## src/rtl/sample_loader_pkg.sv

```systemverilog
// Shared definitions for the sample loader and the correlator that reads its stores.
//   - loader_state_e : entry FSM state encodings (WAIT_A, WAIT_B, FULL)
//   - DATA_W_DEF     : default sample width, equal to the A/B ROM word width
//   - DEPTH_DEF      : default entries per store, equal to the A/B ROM depth
package sample_loader_pkg;

    localparam int DATA_W_DEF = 4;
    localparam int DEPTH_DEF  = 9;

    typedef enum logic [1:0] {
        WAIT_A = 2'd0,
        WAIT_B = 2'd1,
        FULL   = 2'd2
    } loader_state_e;

endpackage

```

## src/rtl/sample_loader_btn_debounce.sv

```systemverilog
// Pushbutton conditioner: 2-flop synchronizer, stability counter and
// rising-edge detector on the debounced level.
// Ports:
//   clk    in  1  system clock
//   reset  in  1  synchronous reset, active-high
//   btn    in  1  raw asynchronous, bouncy button
//   accept out 1  one-cycle pulse when the debounced level goes 0->1
module btn_debounce #(
    parameter int DEBOUNCE_CNT = 15000000,
    parameter int DEBOUNCE_W   = 26
) (
    input  logic clk,
    input  logic reset,
    input  logic btn,
    output logic accept
);

    logic                  sync_meta_r;
    logic                  sync_r;
    logic                  level_r;
    logic [DEBOUNCE_W-1:0] cnt_r;
    logic                  accept_r;

    // Synchronize the button, count how long it disagrees with the accepted level, flip on timeout.
    always_ff @(posedge clk) begin
        if (reset) begin
            sync_meta_r <= 1'b0;
            sync_r      <= 1'b0;
            level_r     <= 1'b0;
            cnt_r       <= {DEBOUNCE_W{1'b0}};
            accept_r    <= 1'b0;
        end else begin
            sync_meta_r <= btn;
            sync_r      <= sync_meta_r;
            accept_r    <= 1'b0;
            if (sync_r != level_r) begin
                if (cnt_r == DEBOUNCE_W'(DEBOUNCE_CNT - 1)) begin
                    level_r  <= sync_r;
                    cnt_r    <= {DEBOUNCE_W{1'b0}};
                    // Only a press (new level high) produces an accept; a release is silent.
                    accept_r <= sync_r;
                end else begin
                    cnt_r <= cnt_r + DEBOUNCE_W'(1);
                end
            end else begin
                // Any return to agreement restarts the stability window.
                cnt_r <= {DEBOUNCE_W{1'b0}};
            end
        end
    end

    assign accept = accept_r;

endmodule

```

## src/rtl/sample_loader.sv

```systemverilog
// Write side of the correlator's sample stores. Each debounced button press
// captures data_sw, alternating store A then store B at the same pointer.
// Ports:
//   clk       in   1       system clock
//   reset     in   1       synchronous reset, active-high; clears both stores
//   data_sw   in   DATA_W  sample value, captured on an accepted press
//   load_btn  in   1       raw pushbutton
//   rd_addr   in   ADDR_W  correlator read address
//   rd_a      out  DATA_W  store A at rd_addr (combinational, 0 if out of range)
//   rd_b      out  DATA_W  store B at rd_addr (combinational, 0 if out of range)
//   wr_count  out  ADDR_W  number of complete A/B pairs written
//   expect_b  out  1       next press writes store B
//   full      out  1       all DEPTH pairs written
//   wr_pulse  out  1       one-cycle strobe the cycle after a store write
module sample_loader
    import sample_loader_pkg::*;
#(
    parameter int DATA_W       = DATA_W_DEF,
    parameter int DEPTH        = DEPTH_DEF,
    parameter int ADDR_W       = 4,
    parameter int DEBOUNCE_CNT = 15000000,
    parameter int DEBOUNCE_W   = 26
) (
    input  logic              clk,
    input  logic              reset,
    input  logic [DATA_W-1:0] data_sw,
    input  logic              load_btn,
    input  logic [ADDR_W-1:0] rd_addr,
    output logic [DATA_W-1:0] rd_a,
    output logic [DATA_W-1:0] rd_b,
    output logic [ADDR_W-1:0] wr_count,
    output logic              expect_b,
    output logic              full,
    output logic              wr_pulse
);

    logic              accept_s;
    loader_state_e     state_r;
    logic [ADDR_W-1:0] ptr_r;
    logic              expect_b_r;
    logic              full_r;
    logic              wr_pulse_r;
    logic [DATA_W-1:0] mem_a_r [DEPTH];
    logic [DATA_W-1:0] mem_b_r [DEPTH];
    logic [DATA_W-1:0] rd_a_s;
    logic [DATA_W-1:0] rd_b_s;

    btn_debounce #(
        .DEBOUNCE_CNT (DEBOUNCE_CNT),
        .DEBOUNCE_W   (DEBOUNCE_W)
    ) u_debounce (
        .clk    (clk),
        .reset  (reset),
        .btn    (load_btn),
        .accept (accept_s)
    );

    // Entry FSM, store writes and registered status outputs.
    always_ff @(posedge clk) begin
        if (reset) begin
            state_r    <= WAIT_A;
            ptr_r      <= {ADDR_W{1'b0}};
            expect_b_r <= 1'b0;
            full_r     <= 1'b0;
            wr_pulse_r <= 1'b0;
            // Clearing the whole store also discards a half-entered pair.
            for (int i = 0; i < DEPTH; i++) begin
                mem_a_r[i] <= {DATA_W{1'b0}};
                mem_b_r[i] <= {DATA_W{1'b0}};
            end
        end else begin
            wr_pulse_r <= accept_s && (state_r != FULL);
            case (state_r)
                WAIT_A: begin
                    if (accept_s) begin
                        mem_a_r[ptr_r] <= data_sw;
                        state_r        <= WAIT_B;
                        expect_b_r     <= 1'b1;
                    end
                end
                WAIT_B: begin
                    if (accept_s) begin
                        mem_b_r[ptr_r] <= data_sw;
                        ptr_r          <= ptr_r + ADDR_W'(1);
                        expect_b_r     <= 1'b0;
                        if (ptr_r == ADDR_W'(DEPTH - 1)) begin
                            state_r <= FULL;
                            full_r  <= 1'b1;
                        end else begin
                            state_r <= WAIT_A;
                        end
                    end
                end
                FULL: begin
                    // Terminal until reset: presses are ignored and the pointer never wraps.
                    state_r <= FULL;
                end
                default: begin
                    // Unreachable encoding: fall back to a safe idle state without writing.
                    state_r    <= WAIT_A;
                    expect_b_r <= 1'b0;
                    full_r     <= 1'b0;
                end
            endcase
        end
    end

    // Asynchronous read port; addresses beyond the store read as zero.
    always_comb begin
        rd_a_s = {DATA_W{1'b0}};
        rd_b_s = {DATA_W{1'b0}};
        if (32'(rd_addr) < DEPTH) begin
            rd_a_s = mem_a_r[rd_addr];
            rd_b_s = mem_b_r[rd_addr];
        end else begin
            rd_a_s = {DATA_W{1'b0}};
            rd_b_s = {DATA_W{1'b0}};
        end
    end

    assign rd_a     = rd_a_s;
    assign rd_b     = rd_b_s;
    assign wr_count = ptr_r;
    assign expect_b = expect_b_r;
    assign full     = full_r;
    assign wr_pulse = wr_pulse_r;

endmodule

```

## config.mk

```make
export PLATFORM = sky130hd
export DESIGN_NAME = sample_loader
export DESIGN_NICKNAME = d
export VERILOG_FILES = /design/src/rtl/sample_loader_pkg.sv /design/src/rtl/sample_loader_btn_debounce.sv /design/src/rtl/sample_loader.sv
export SDC_FILE = /design/constraint.sdc
export NUM_CORES = 1
export LEC_CHECK = 0
export ABC_AREA = 0
export BUFFER_PORTS_ARGS = -buffer_cell sky130_fd_sc_hd__buf_2
export CAP_MARGIN = 20
export CORE_ASPECT_RATIO = 1.2
export CORE_MARGIN = 8
export CORE_UTILIZATION = 25
export DETAILED_ROUTE_END_ITERATION = 10
export PLACE_DENSITY = 0.4
export SETUP_SLACK_MARGIN = 0.15
export SYNTH_ARGS = -nofsm -noshare
export SYNTH_HDL_FRONTEND = slang
export SYNTH_SLANG_ARGS = --single-unit
```

## constraint.sdc

```tcl
create_clock -name clk -period 5.76 [get_ports clk]
set_input_delay 0.576 -clock clk [delete_from_list [all_inputs] [get_ports clk]]
set_output_delay 0.576 -clock clk [all_outputs]
set_load 0.05 [all_outputs]
```

==> metrics.txt <==
Tmin final 2.938 ns; Post-DP HPWL 8541 µm; CTS tree built; combinational share of power 6.3%; Layout Nets 493; RSZ-0062 raised after global routing false; CP Launch Point rd_addr[0]; Sw Ratio 22.31%; count of state elements after synthesis ~110; Core ar. around 0.021 mm²; clk_skew 0.007572 ns; post-route ant nets 0; initial antenna violation count 0; largest net degree at the start of global routing 36; Clock Tree Root clkbuf_16; CTS Buffer Depth 2; clk_lat worst skew 0.35 ns; die width 148.4 µm; Area Overhead vs Synth 12.45%; Synth area leader edfxtp_1; Overall Global Routing Usage 10.14%; Syn Nets 495; endpoints failing setup 0; Starting Density 25.24%; Max FO, Critical Path 31; final WL about 13,000 µm; vias per std cell 4.628; R2R depth 5; CP most frequent cell buf_2; first-pass GRT wire length between 20,000 and 25,000 µm; R2R Path End mem_a_r[8][3]; RR Startpoint wr_count[0]; WHS Path Cells 2; cells along the critical path buf_2, mux4_2, nor2b_1, a31oi_1, o21ai_0, buf_2; Sequential Power Share between 50% and 60%; slowest library cell on the worst path buf_2; period utilization 51.01%; Max Clock Freq 340.4 MHz; filler instances 2,121; drt drc 0; register area share after synthesis 55.99%; CP endpoint kind output port; Crit Path Class primary input to output port; clk sinks 111; area of the multi-input gates 0.002091 mm²; highest routed layer met4; Mapped Area 0.005256 mm²; cells after synthesis 479; post_cts resized 0; Psw 0.0003672 W; DR WL met2 6637 µm; post-CTS setup buffers 0; vias in the first global route 3,508; DIE AREA 0.02594 mm²; I/O Buffers 25; Max Cap Viol 0; M1 WL 5663 µm; # H-tree levels 3; Clk pwr share 40.8%; Final Max Slew Viols 0; Antenna diodes 0; design area 0.005911 mm²; total power 0.001646 W; status finished clean; routed via count around 3,500; CP peak stage delay 0.60 ns; hold_sp load_btn; Reg area 0.002943 mm²; row cnt 58; CP bufs+invs 2; Post-CTS Hold Buffers 0; io pins 26; CP Data Required Time 5.18 ns; HP Class primary input to flop; Area contributors post-synth edfxtp_1, dfxtp_1, and3_1; Final Wtd Congestion around 0.75; Place WS approximately 2.8 ns; setup slack after layout 2.822 ns; initial drt markers 191; Fin Setup TNS 0 ns; CTS buffer count 9; Worst Max-Slew Pin Slew 0.9592 ns; clock slew at reported path FFs 0.07 ns; Cell variety after synth 40; CP Data Arrival Time 2.36 ns; CP delay by family, top buffers and inverters; instance count on the critical path 6; Avg Cell Area, Syn 10.97 µm²; Pint 0.001279 W; reg2reg setup slack 3.42 ns; PwrDens 278.5 mW/mm²; max_slew headroom 35.82%; layout cells sized above 1 13.28%; Met3 Wirelength 388 µm; post-synth top area share between 40% and 50%; Endpoint, Worst Hold u_debounce.sync_meta_r; first drt pass iteration count 4; Yosys Warn Count 0; drt wl/cell 17.09 µm; VDD IR max 0.1499 mV; placed cell area 0.005572 mm²; total global routing overflow 0; Pleak 2.273 nW; count of final hold-check violations 0; Startpoint Class primary input; die height between 150 and 200 µm
## metrics by stage
step	instances	util (%)	hold slack, ns
global placement	734	26.75	0.4312
CTS	750	28.25	0.4220
detailed placement	734	26.75	0.4372
finish	752	28.38	0.4335
floorplan	479	-	0.4138
global route	752	28.38	0.4427
## routing by layer
layer  vias to the layer above  track usage (%)
li1                       1739                -
met1                      1683            12.07
met2                        45            17.72
met3                        13            2.070
met4                         0            3.448
met5                         -                0
## flip-flops by register name, summed over array words and instances, names as in the netlist
| signal | flops |
|---|---|
| expect_b | 1 |
| full | 1 |
| mem_a_r | 36 |
| mem_b_r | 36 |
| state_r | 2 |
| u_debounce.accept | 1 |
| u_debounce.cnt_r | 26 |
| u_debounce.level_r | 1 |
| u_debounce.sync_meta_r | 1 |
| u_debounce.sync_r | 1 |
| wr_count | 4 |
| wr_pulse | 1 |
## kinds of logic after synthesis
family | Yosys count | share of synthesized area [%]
flops | 111 | 55.99
xor+xnor | 17 | 2.833
mux | 16 | 5.356
simple gates | 192 | 21.26
buf+inv | 58 | 4.237
fa+ha+maj | 5 | 1.190
compound gates | 80 | 9.141
## power by group through the flow
stage,Clock [W],Sequential [W],Combinational (W)
floorplan,0,0.000885,0.0000744
global placement,0,0.000889,0.000104
detailed placement,0,0.000889,0.000106
CTS,0.000690,0.000871,0.000106
global route,0.000718,0.000872,0.000113
finish,0.000672,0.000870,0.000104
## synthesized netlist by cell type, drive strengths merged
master	count
nand4bb	1
and2	8
a21o	17
xor2	5
nor4b	1
a31oi	2
buf	4
a22oi	1
nor4	3
edfxtp	72
nand3b	3
or4	6
ha	5
o31ai	3
inv	16
nand2	18
nand3	6
xnor2	12
mux4	9
a211oi	1
nor2b	3
nor2	29
a21oi	28
clkbuf	38
o22ai	15
and4	1
o21ai	13
nand4b	1
or3	12
nor3	8
nand2b	17
dfxtp	39
and3	65
nand4	6
mux2	7
and3b	2
or2	2
## placed cells by master, fill, tap and decap left out, drive strengths merged, types with 2 or more instances in the layout
cell type	n
edfxtp	72
and3	65
dfxtp	39
nor2	29
buf	29
a21oi	28
nand2	18
nand2b	17
a21o	17
inv	17
o22ai	15
o21ai	13
or3	12
xnor2	12
clkbuf	11
mux4	9
nor3	8
and2	8
mux2	7
nand3	6
nand4	6
or4	6
xor2	5
ha	5
nor2b	3
nand3b	3
nor4	3
o31ai	3
a31oi	2
or2	2
and3b	2
bufinv	2
## how the worst max path moves through the flow
stage / slack (ns) / to
3_3_place_gp: 2.79 / rd_a[2]
5_1_grt: 2.68 / rd_a[2]
6_report: 2.82 / rd_a[2]
4_1_cts: 2.76 / rd_a[2]
2_1_floorplan: 2.92 / rd_a[2]
3_5_place_dp: 2.76 / rd_a[2]
## final cells by class
class                      instances  area share (%)
timing repair buffer              29           2.815
sequential                       111           49.79
clock inverter                     5           1.355
multi-input combinational        310           35.37
clock buffer                      11           3.937
inverter                          16           1.016
tap                              270           5.715
(Power assumes the default switching activity.)
